--- src/rtl/sfx_arbiter.sv ---
// sfx_arbiter: sound-event sequencer for the single-voice audio unit.
//
// Collects rising edges on the eat/hit/die request levels from the collision
// logic and grants them one at a time by fixed priority (die > hit > eat). The
// granted trigger is held for a per-sound number of video frames, then a silent
// gap of GAP_FRAMES frames is inserted before the next grant.
//
// Ports:
//   clk            in   system clock (pixel clock)
//   reset          in   synchronous, active-high reset
//   frame_end      in   one-cycle pulse per video frame (time base)
//   req_eat        in   level request, rising edge = eat event
//   req_hit        in   level request, rising edge = hit event
//   req_die        in   level request, rising edge = die event
//   saw_trigger    out  eat sound active
//   square_trigger out  hit sound active
//   noise_trigger  out  die sound active
//   busy           out  high while a sound or its gap is in progress
//   active_id      out  00 none, 01 eat, 10 hit, 11 die
//
// Build option:
//   SFX_PREEMPT_EN  when defined, a pending higher-priority sound aborts the
//                   one playing (no gap, aborted sound is dropped). When left
//                   undefined, a playing sound always runs to completion.
//
// Every *_FRAMES value must be below 2**CNT_W.

module sfx_arbiter #(
    parameter int unsigned EAT_FRAMES = 8,
    parameter int unsigned HIT_FRAMES = 12,
    parameter int unsigned DIE_FRAMES = 30,
    parameter int unsigned GAP_FRAMES = 2,
    parameter int unsigned CNT_W      = 6
) (
    input  logic       clk,
    input  logic       reset,
    input  logic       frame_end,
    input  logic       req_eat,
    input  logic       req_hit,
    input  logic       req_die,
    output logic       saw_trigger,
    output logic       square_trigger,
    output logic       noise_trigger,
    output logic       busy,
    output logic [1:0] active_id
);

    typedef enum logic [1:0] {
        StIdle,
        StPlay,
        StGap
    } state_e;

    // The id encoding doubles as the priority order: a larger id wins.
    localparam logic [1:0] IdNone = 2'd0;
    localparam logic [1:0] IdEat  = 2'd1;
    localparam logic [1:0] IdHit  = 2'd2;
    localparam logic [1:0] IdDie  = 2'd3;

    // A zero-length sound still plays for one frame.
    localparam logic [CNT_W-1:0] EatLoad =
        (EAT_FRAMES == 0) ? CNT_W'(1) : CNT_W'(EAT_FRAMES);
    localparam logic [CNT_W-1:0] HitLoad =
        (HIT_FRAMES == 0) ? CNT_W'(1) : CNT_W'(HIT_FRAMES);
    localparam logic [CNT_W-1:0] DieLoad =
        (DIE_FRAMES == 0) ? CNT_W'(1) : CNT_W'(DIE_FRAMES);
    localparam logic [CNT_W-1:0] GapLoad = CNT_W'(GAP_FRAMES);

    // Request/pending vectors are ordered {die, hit, eat}.
    function automatic logic [2:0] id_mask(input logic [1:0] id);
        logic [2:0] m;
        case (id)
            IdEat:   m = 3'b001;
            IdHit:   m = 3'b010;
            IdDie:   m = 3'b100;
            default: m = 3'b000;
        endcase
        return m;
    endfunction

    function automatic logic [CNT_W-1:0] id_load(input logic [1:0] id);
        logic [CNT_W-1:0] v;
        case (id)
            IdHit:   v = HitLoad;
            IdDie:   v = DieLoad;
            default: v = EatLoad;
        endcase
        return v;
    endfunction

    // ------------------------------------------------------------------
    // State
    // ------------------------------------------------------------------
    state_e           state_q, state_d;
    logic [1:0]       id_q, id_d;
    logic [CNT_W-1:0] cnt_q, cnt_d;
    logic [2:0]       pend_q, pend_d;
    logic [2:0]       prev_q;

    logic             saw_q, saw_d;
    logic             square_q, square_d;
    logic             noise_q, noise_d;
    logic             busy_q, busy_d;
    logic [1:0]       active_id_q, active_id_d;

    logic [2:0]       req_vec;
    logic [2:0]       evt;
    logic [1:0]       pick_id;
    logic             retrig;
    logic             cnt_last;

    assign req_vec  = {req_die, req_hit, req_eat};
    assign evt      = req_vec & ~prev_q;
    assign cnt_last = (cnt_q <= CNT_W'(1));
    assign retrig   = |(evt & id_mask(id_q));

    // Highest-priority pending source; only registered pending flags are
    // considered, so an event arriving in a grant cycle waits one cycle.
    always_comb begin
        pick_id = IdNone;
        if (pend_q[2]) begin
            pick_id = IdDie;
        end else if (pend_q[1]) begin
            pick_id = IdHit;
        end else if (pend_q[0]) begin
            pick_id = IdEat;
        end
    end

    // ------------------------------------------------------------------
    // Next-state logic
    // ------------------------------------------------------------------
    always_comb begin
        state_d = state_q;
        id_d    = id_q;
        cnt_d   = cnt_q;
        pend_d  = pend_q | evt;

        case (state_q)
            StIdle: begin
                if (pick_id != IdNone) begin
                    // frame_end in this cycle is ignored: the fresh count
                    // starts on the next frame.
                    state_d = StPlay;
                    id_d    = pick_id;
                    cnt_d   = id_load(pick_id);
                    pend_d  = (pend_q & ~id_mask(pick_id)) | evt;
                end
            end

            StPlay: begin
                // A new edge of the playing source extends the sound
                // instead of queueing a second copy.
                pend_d = pend_q | (evt & ~id_mask(id_q));
`ifdef SFX_PREEMPT_EN
                if (pick_id > id_q) begin
                    // Abort the current sound outright; it is not re-queued.
                    // A same-cycle edge of the aborted source is kept pending.
                    id_d   = pick_id;
                    cnt_d  = id_load(pick_id);
                    pend_d = (pend_q & ~id_mask(pick_id)) | evt;
                end else
`endif
                if (retrig) begin
                    cnt_d = id_load(id_q);
                end else if (frame_end) begin
                    if (cnt_last) begin
                        id_d = IdNone;
                        if (GAP_FRAMES > 0) begin
                            state_d = StGap;
                            cnt_d   = GapLoad;
                        end else begin
                            state_d = StIdle;
                            cnt_d   = '0;
                        end
                    end else begin
                        cnt_d = cnt_q - CNT_W'(1);
                    end
                end
            end

            StGap: begin
                if (frame_end) begin
                    if (cnt_last) begin
                        state_d = StIdle;
                        cnt_d   = '0;
                    end else begin
                        cnt_d = cnt_q - CNT_W'(1);
                    end
                end
            end

            default: begin
                state_d = StIdle;
                id_d    = IdNone;
                cnt_d   = '0;
            end
        endcase
    end

    // Outputs are registered alongside the state they decode, so they change
    // on the same edge as the state transition.
    always_comb begin
        saw_d       = (state_d == StPlay) && (id_d == IdEat);
        square_d    = (state_d == StPlay) && (id_d == IdHit);
        noise_d     = (state_d == StPlay) && (id_d == IdDie);
        busy_d      = (state_d != StIdle);
        active_id_d = (state_d == StPlay) ? id_d : IdNone;
    end

    // ------------------------------------------------------------------
    // Registers
    // ------------------------------------------------------------------
    always_ff @(posedge clk) begin
        if (reset) begin
            state_q     <= StIdle;
            id_q        <= IdNone;
            cnt_q       <= '0;
            pend_q      <= '0;
            // A request already high during reset must not count as an event.
            prev_q      <= req_vec;
            saw_q       <= 1'b0;
            square_q    <= 1'b0;
            noise_q     <= 1'b0;
            busy_q      <= 1'b0;
            active_id_q <= IdNone;
        end else begin
            state_q     <= state_d;
            id_q        <= id_d;
            cnt_q       <= cnt_d;
            pend_q      <= pend_d;
            prev_q      <= req_vec;
            saw_q       <= saw_d;
            square_q    <= square_d;
            noise_q     <= noise_d;
            busy_q      <= busy_d;
            active_id_q <= active_id_d;
        end
    end

    assign saw_trigger    = saw_q;
    assign square_trigger = square_q;
    assign noise_trigger  = noise_q;
    assign busy           = busy_q;
    assign active_id      = active_id_q;

endmodule
--- config.mk ---
export PLATFORM = sky130hd
export DESIGN_NAME = sfx_arbiter
export DESIGN_NICKNAME = d
export VERILOG_FILES = /design/src/rtl/sfx_arbiter.sv
export SDC_FILE = /design/constraint.sdc
export NUM_CORES = 1
export LEC_CHECK = 0
export ABC_AREA = 1
export CAP_MARGIN = 40
export CORE_MARGIN = 3
export CORE_UTILIZATION = 45
export CTS_CLUSTER_DIAMETER = 60
export DETAILED_ROUTE_END_ITERATION = 6
export PLACE_DENSITY_LB_ADDON = 0.2
export SLEW_MARGIN = 5
export SYNTH_ARGS = -nofsm -noshare
export SYNTH_HDL_FRONTEND = slang
export SYNTH_SLANG_ARGS = --single-unit
--- constraint.sdc ---
create_clock -name clk -period 3.6 [get_ports clk]
set_input_delay 0.36 -clock clk [delete_from_list [all_inputs] [get_ports clk]]
set_output_delay 0.36 -clock clk [all_outputs]
set_load 0.02 [all_outputs]
==> flow_metrics.tcl, run 1 <==
set metrics [dict create \
    synthArstFlopShare 0 \
    worstSetupPathType "register to register" \
    synth_edf_count 0 \
    die_x_um 56.63 \
    cts_root_buf "clkbuf_4" \
    r2r-start "cnt_q[0]" \
    drc 0 \
    drt_first_pass_iters 4 \
    grt_setup_unrepaired "false" \
    die_h_um 56.63 \
    area_growth_pct 16.81 \
    cts_setup_buffers 0 \
    hold_buffers 0 \
    placementRows 17 \
    viasPerCell 4.957 \
    syn_inst 167 \
    fin_crit_sh 0.4654 \
    worstMarginPinSlew_ns 0.5201 \
    hold_class "register to register" \
    syn_avg_cell_area_um2 6.908 \
    dieArea_um2 3207 \
    cts_resized 0 \
    ys_seq_area_frac 0.3818 \
    syn_nets 175 \
    numPortBuffers 11 \
    synth_cell_types 29 \
    crit_fanout 6 \
    hold_path_startpoint "cnt_q[1]" \
    grt_max_degree 14 \
    numCtsBuffers 3 \
    ant_nets 0 \
    diodes 0 \
    maxCapViolCount 0 \
    antenna_found_initial 0 \
    seqCellArea_um2 440.4 \
    skew_ns 0.004900 \
    clk_latency_ns 0.31 \
    grt_pass1_vias 969 \
    h-tree-depth 1 \
    yosys_register_bits 22 \
    arrival_ns 1.91 \
    drt_iter0_markers 34 \
    wl_per_cell_um 11.44 \
    cts_buffer_depth 2 \
    cp-start-kind "register" \
    fmax_ghz 0.5969 \
    post-route-min-period_ns 1.675 \
    ir_worst_vdd_uv 397.3 \
    dp_hpwl_um 1937 \
    num_io_pins 12 \
    finalCoreUtilization 0.5812 \
    yosysWarningCount 0 \
    grt_pass1_wl_um 4084 \
    status "finished, final reports clean" \
    grt.overflow.total 0 \
    setup_tns_ns 0 \
    p_leak_nw 0.6541 \
    vias 1036 \
    slew_headroom 0.6522 \
    place_congestion 0.8561 \
    path_clk_slew_ns 0.12 \
    r2r_slack_ns 1.92 \
    fill_cells 224 \
    crit_path_start "cnt_q[0]" \
    required_ns 3.84 \
    finalSetupViolations 0 \
    num-nets-final 190 \
    syn_area_um2 1154 \
    finalMaxSlewViolations 0 \
    start_util 0.4976 \
    synth_flop_cell "dfxtp_1" \
    drt-total-wl_um 2390 \
    cts_tree "done" \
    gr-usage-all-layers 0.1567 \
    hold_viol 0 \
    cts_num_sinks 22 \
    endpoint_kind "register" \
    multi_input_area_um2 583.1 \
    core_area_um2 2318 \
    drive_above_1_share 0.1105 \
    cellPowerDensity_nw_per_um2 594.6 \
]
[routing by layer]
metal / vias up / share of wire / track usage
li1: 554 / - / -
met1: 464 / 0.50 / 0.2097
met2: 16 / 0.46 / 0.2492
met3: 2 / 0.038 / 0.04138
met4: 0 / 0.0059 / 0.03729
met5: - / 0 / 0
[where the power goes]
part / internal, mW / total (mW) / switching (mW)
Combinational: 0.115 / 0.305 / 0.190
Clock: 0.112 / 0.189 / 0.0766
Sequential: 0.277 / 0.307 / 0.0307
[cells in the mapped netlist, types with 2 or more instances]
cell type	number	area, um^2
a21oi_1	12	60.06
a311oi_1	2	17.52
dfxtp_1	22	440.4
ha_1	2	25.02
inv_1	31	116.4
nand2_1	35	131.4
nand2_2	5	31.28
nand3_1	7	35.03
nand3_2	2	20.02
nor2_1	25	93.84
nor2_2	2	12.51
o21ai_0	4	20.02
o21ai_1	2	10.01
[worst max-delay path, cell delays in order, from the launching register on]
cell      delay [ns]
dfxtp_1         0.39
inv_1           0.10
ha_1            0.25
inv_1           0.08
nand2_1         0.08
nand3_1         0.18
o21ai_0         0.13
nand3b_1        0.17
nand2_1         0.08
nand2_1         0.05
a21oi_1         0.10
[cell usage in the layout, fill, tap and decap left out, drive strengths merged]
cell type       n
nand4           2
clkdlybuf4s50  11
nand2          41
nor3            1
a311oi          2
o22ai           1
o221ai          1
ha              2
nand3b          1
bufinv          1
inv            33
a21oi          13
o21bai          1
a31oi           1
nand3           9
xor2            1
clkbuf          3
nor2           28
o31ai           1
o21ai           6
dfxtp          22
[final timing paths]
check	to	depth (start not counted)
max	cnt_q[2]	10
min	cnt_q[1]	2
max reg2reg	cnt_q[2]	10
min reg2reg	cnt_q[1]	2
[per-stage QoR]
step / cells / hold WS (ns) / total power [mW] / setup slack [ns] / cell area [um^2]
floorplan: 167 / 0.3877 / 0.5394 / 2.146 / 1154
global placement: 205 / 0.4790 / 0.6101 / 1.815 / 1295
detailed placement: 205 / 0.4886 / 0.6157 / 1.749 / 1295
CTS: 209 / 0.5071 / 0.8055 / 1.925 / 1348
global route: 209 / 0.5185 / 0.8609 / 1.689 / 1348
finish: 209 / 0.5017 / 0.8012 / 1.925 / 1348
[state kept, by name, indices dropped and copies added, names as in the netlist]
register        flops
noise_trigger       1
saw_trigger         1
busy                1
state_q             2
pend_q              3
cnt_q               6
id_q                2
active_id           2
prev_q              3
square_trigger      1
[cell families after synthesis]
group | count (synthesis) | share of synthesized area
fa+ha+maj | 2 | 0.02169
compound gates | 26 | 0.1486
flops | 22 | 0.3818
buf+inv | 34 | 0.1128
xor+xnor | 1 | 0.007594
simple gates | 82 | 0.3275
[final cells by class]
cell class	count	area share
clock inverters	1	0.02228
clock buffers	3	0.01671
repair buffers	11	0.08171
inverters	33	0.09378
flip-flops and latches	22	0.3268
well taps	28	0.02600
multi-input cells	111	0.4327
No activity file was read; power rests on OpenSTA's default activity.
==> inputs of run 2 (changes only) <==
==> constraint.sdc (replaced) <==
create_clock -name clk -period 1.5 [get_ports clk]
set_input_delay 0.15 -clock clk [delete_from_list [all_inputs] [get_ports clk]]
set_output_delay 0.15 -clock clk [all_outputs]
set_load 0.02 [all_outputs]
==> flow_metrics.tcl, run 2 (synthesis gave the netlist of run 1 again) <==
set metrics [dict create \
    setup_tns_ns 0 \
    drt_first_pass_iters 4 \
    finalCoreUtilization 0.6854 \
    layout_commonest_cell "nand2_1" \
    cts_root_buf "clkbuf_4" \
    dp_hpwl_um 2001 \
    cts_tree "done" \
    hold_buffers 0 \
    ant_nets 0 \
    regMostFlops "cnt_q" \
    p_leak_nw 0.7549 \
    vias 1118 \
    grt_setup_unrepaired "true" \
    finalSetupViolations 0 \
    endpoint_kind "register" \
    hold_viol 0 \
    skew_ns 0.009134 \
    grt_pass1_wl_um 4367 \
    numPortBuffers 11 \
    arrival_ns 1.68 \
    dieArea_um2 3207 \
    power_mw 2.255 \
    area_growth_pct 37.74 \
    largest_reg_flops 6 \
    viasPerCell 4.991 \
    num-nets-final 205 \
    worstSetupPathType "register to register" \
    slew_headroom 0.7835 \
    largestRegisters "cnt_q: 6 flops, pend_q: 3 flops, prev_q: 3 flops" \
    gr-usage-all-layers 0.1703 \
    dp_cells 219 \
    grt_pass1_vias 1020 \
    wl_per_cell_um 11.98 \
    die_x_um 56.63 \
    drive_above_1_share 0.3163 \
    start_util 0.4976 \
    place_congestion 0.9454 \
    numCtsBuffers 3 \
    grt.overflow.total 0 \
    final_area_um2 1589 \
    maxCapViolCount 0 \
    hold_class "primary input to register" \
    stdcell_count 224 \
    ir_worst_vdd_uv 959.4 \
    h-tree-depth 1 \
    cts_buffer_depth 2 \
    fmax_ghz 0.6819 \
    antenna_found_initial 0 \
    status "finished, final reports clean" \
    placementRows 17 \
    drc 0 \
    clk_latency_ns 0.31 \
    mostFrequentLayoutCells "nand2_1 (28), inv_1 (25), nor2_1 (21)" \
    cts_num_sinks 22 \
    cellPowerDensity_nw_per_um2 1419 \
    drt_iter0_markers 26 \
    path_clk_slew_ns 0.12 \
    post-route-min-period_ns 1.466 \
    placed_cell_area_um2 1400 \
    cp-start-kind "register" \
    grt_max_degree 14 \
    die_h_um 56.63 \
    diodes 0 \
    drt-total-wl_um 2684 \
    required_ns 1.71 \
    core_area_um2 2318 \
    worstMarginPinSlew_ns 0.3247 \
    fin_crit_sh 0.9776 \
    num_io_pins 12 \
    finalMaxSlewViolations 0 \
    crit_fanout 3 \
]
## run 2: power breakdown
| group | internal (mW) | switching [mW] | total [mW] |
|---|---|---|---|
| registers | 0.669 | 0.0747 | 0.743 |
| clock network | 0.270 | 0.176 | 0.446 |
| logic | 0.473 | 0.592 | 1.07 |
## run 2: metrics by stage
stage / worst slack [ns] / hold slack (ns)
final: 0.03353 / 0.3013
after global routing: -0.03685 / 0.2996
after CTS: -0.03488 / 0.2991
after detailed placement: -0.1142 / 0.5066
after global placement: -0.09360 / 0.4969
after floorplan: 0.04602 / 0.1777
## run 2: cell type report
cell class                      instances  area [um^2]
Inverter                               33        131.4
Multi-Input combinational cell        111        693.2
Sequential cell                        22        446.7
Fill cell                             197        729.5
Clock buffer                            3        22.52
Clock inverter                          1        30.03
Timing Repair Buffer                   26        230.2
Tap cell                               28        35.03
## run 2: path summary, 6_finish.rpt
check,from,endpoint,slack (ns),cells past startpoint
setup / recovery,cnt_q[0],square_trigger,0.03,11
setup reg to reg,cnt_q[0],square_trigger,0.03,11
hold reg to reg,pend_q[1],pend_q[1],0.53,2
hold / removal,req_hit,prev_q[1],0.30,1
## run 2: worst max-delay path: stages, from the launching register on
cell	delay (ns)
dfxtp_2	0.38
buf_6	0.11
ha_4	0.12
inv_2	0.04
nand2_4	0.08
nand4_4	0.10
o21bai_4	0.21
nand2_2	0.09
nand2_2	0.09
nand2_4	0.06
nand2_4	0.07
nor2_1	0.04
## run 2: repair_timing
action,4_1_cts,5_1_grt
buffers inserted,0,1
pin swaps,1,8
hold endpoints to repair,0,0
gates resized for setup,2,39
setup endpoints to repair,13,15
## run 2: layer usage
metal  wire (um)  up-vias  GRT usage  part of all wire
met2        1291       16     0.2739              0.48
met5           0        -          0                 0
met4          35        0    0.06102             0.013
met1        1278      515     0.2193              0.48
met3          80        5    0.04138             0.030
li1            -      582          -                 -
==> inputs of run 3 (changes only) <==
--- a/config.mk
+++ b/config.mk
@@ -5,13 +5,14 @@
 export SDC_FILE = /design/constraint.sdc
 export NUM_CORES = 1
 export LEC_CHECK = 0
-export ABC_AREA = 1
 export CAP_MARGIN = 40
 export CORE_MARGIN = 3
 export CORE_UTILIZATION = 45
 export CTS_CLUSTER_DIAMETER = 60
 export DETAILED_ROUTE_END_ITERATION = 6
+export HOLD_SLACK_MARGIN = 0.15
 export PLACE_DENSITY_LB_ADDON = 0.2
+export RECOVER_POWER = 100
 export SLEW_MARGIN = 5
 export SYNTH_ARGS = -nofsm -noshare
 export SYNTH_HDL_FRONTEND = slang
==> flow_metrics.tcl, run 3 <==
set metrics [dict create \
    status "finished, violations left" \
    violations "negative setup slack" \
    synthArstFlopShare 0 \
    synth_area_leaders "dfxtp_1 (39%), a21oi_1 (5.7%), nand2_1 (4.0%)" \
    gr-usage-all-layers 0.2190 \
    num-nets-final 192 \
    syn_nets 143 \
    drc 0 \
    grt_setup_unrepaired "true" \
    hold_class "primary input to register" \
    core_area_um2 2297 \
    antenna_found_initial 0 \
    ant_nets 0 \
    fin_crit_sh 1.130 \
    fmax_ghz 0.5900 \
    syn_avg_cell_area_um2 8.397 \
    dieArea_um2 3157 \
    crit_fanout 4 \
    syn_inst 135 \
    mostFrequentLayoutCells "buf_4 (32), dfxtp_1 (16), nand2_1 (10)" \
    final_area_um2 1819 \
    start_util 0.4935 \
    synth_area_leader_cell "dfxtp_1" \
    cts_num_sinks 22 \
    synth.most_common_cell "dfxtp_1" \
    worst-r2r-cell-count 6 \
    dp_hpwl_um 2176 \
    worstMarginPinSlew_ns 0.3509 \
    yosysWarningCount 0 \
    grt_pass1_wl_um 5568 \
    area_growth_pct 60.49 \
    finalMaxSlewViolations 0 \
    drive_above_1_share 0.4590 \
    pwr-share-clk 0.163 \
    drt_iter0_markers 57 \
    largestRegisters "cnt_q: 6 flops, pend_q: 3 flops, prev_q: 3 flops" \
    required_ns 1.72 \
    cts_buffer_depth 2 \
    vias 1233 \
    drt_first_pass_iters 4 \
    fin_ws_ns -0.1950 \
    slew_headroom 0.7657 \
    arrival_ns 1.92 \
    wl_per_cell_um 16.91 \
    grt.overflow.total 0 \
    whs_path_depth 1 \
    drt-total-wl_um 3569 \
    worstSetupPathType "register to register" \
    endpoint_kind "register" \
    maxCapViolCount 0 \
    num_io_pins 12 \
    p_int_mw 1.801 \
    p_leak_nw 0.6912 \
    placementRows 17 \
    regMostFlops "cnt_q" \
    die_x_um 56.19 \
    grt_pass1_vias 1233 \
    hold_viol 0 \
    h-tree-depth 1 \
    finalSetupViolations 16 \
    fill_cells 146 \
    ys_seq_area_frac 0.3885 \
    p_sw_mw 1.080 \
    crit_path_start "cnt_q[4]" \
    stdcell_count 211 \
    dp_cells 201 \
    die_h_um 56.19 \
    cellPowerDensity_nw_per_um2 1584 \
    swShare 0.3749 \
    clk_latency_ns 0.32 \
    holdWs_ns 0.4281 \
    use_met2 0.3372 \
    synth_edf_count 0 \
    syn_area_um2 1134 \
    placed_cell_area_um2 1580 \
    diodes 0 \
    power_mw 2.881 \
    path_clk_slew_ns 0.13 \
    combPwrFrac 0.573 \
    cts_tree "done" \
    cp-start-kind "register" \
    viasPerCell 5.844 \
    r2r-start "cnt_q[4]" \
    numPortBuffers 11 \
    hold_path_startpoint "req_die" \
    hold_buffers 0 \
    post-route-min-period_ns 1.695 \
    ir_worst_vdd_uv 1318 \
    cts_root_buf "clkbuf_4" \
    met3_usage 0.04176 \
    synth.top_cell.area_share 0.3885 \
    grt_max_degree 16 \
    numCtsBuffers 3 \
    layout_commonest_cell "buf_4" \
    grt-busiest-layer "met2" \
    power_frac_seq 0.264 \
    grt_use_met1 0.2972 \
    synth_flop_cell "dfxtp_1" \
    synth_commonest_cells "dfxtp_1 (22), a21oi_1 (13), nand2_1 (12), nor2_1 (12), inv_1 (8)" \
    synth_cell_types 40 \
    largest_reg_flops 6 \
    yosys_register_bits 22 \
    place_congestion 0.8845 \
    skew_ns 0.003155 \
]
==> run 3: path summary, 6_finish.rpt <==
| check | endpoint | slack (ns) |
|---|---|---|
| min | prev_q[2] | 0.43 |
| min reg2reg | pend_q[2] | 0.59 |
| max | active_id[0] | -0.19 |
| max reg2reg | active_id[0] | -0.19 |
==> run 3: timing repair <==
item | 4_1_cts | 5_1_grt
resized for setup | 21 | 16
setup buffers | 5 | 3
setup endpoints to repair | 16 | 16
pin swaps | 11 | 17
==> run 3: stage by stage <==
stage               utilization  setup slack (ns)  setup TNS [ns]
finish                   0.7919           -0.1950          -2.133
detailed placement       0.6879           -0.3284          -2.780
global placement         0.6879           -0.2688          -2.478
global route             0.7919           -0.2898          -3.248
CTS                      0.7582           -0.1378          -1.018
floorplan                     -          -0.02167        -0.07794
==> run 3: routing by layer <==
metal	up-vias	wire length [um]	share of wire
met5	-	0	0
met4	0	64	0.018
met3	7	230	0.064
met2	52	1684	0.47
met1	585	1589	0.45
li1	589	-	-
==> run 3: final cells by class <==
type,count,area [um^2],area share
Multi-Input combinational cell,102,852.1,0.4684
Sequential cell,22,455.4,0.2503
Timing Repair Buffer,47,391.6,0.2153
Tap cell,28,35.03,0.01926
Inverter,8,32.53,0.01788
Clock inverter,1,30.03,0.01651
Clock buffer,3,22.52,0.01238
==> run 3: logic make-up (layout without fill, tap and decap cells) <==
logic type               after synthesis  count (layout)  share of synthesized area
multiplexers                           1               1                   0.008830
adder cells (fa/ha/maj)                2               2                    0.02207
flip-flops                            22              22                     0.3885
AND/OR/NAND/NOR                       63              63                     0.3300
buffers and inverters                 11              59                    0.03863
AO/OA/AOI/OAI                         34              34                     0.1965
XOR/XNOR                               2               2                    0.01546
==> run 3: power by group through the flow <==
stage / clock network, mW / logic [mW] / registers (mW)
2_1_floorplan: 0 / 0.722 / 0.805
3_3_place_gp: 0 / 1.19 / 0.764
3_5_place_dp: 0 / 1.21 / 0.766
4_1_cts: 0.471 / 1.39 / 0.755
5_1_grt: 0.496 / 1.75 / 0.774
6_report: 0.469 / 1.65 / 0.762
==> run 3: critical path, cell delays in order, from the launching register on <==
cell     delay (ns)
dfxtp_2        0.34
or3_4          0.42
nor3_4         0.22
nand4_1        0.17
a41oi_2        0.22
buf_4          0.17
nor2_1         0.05
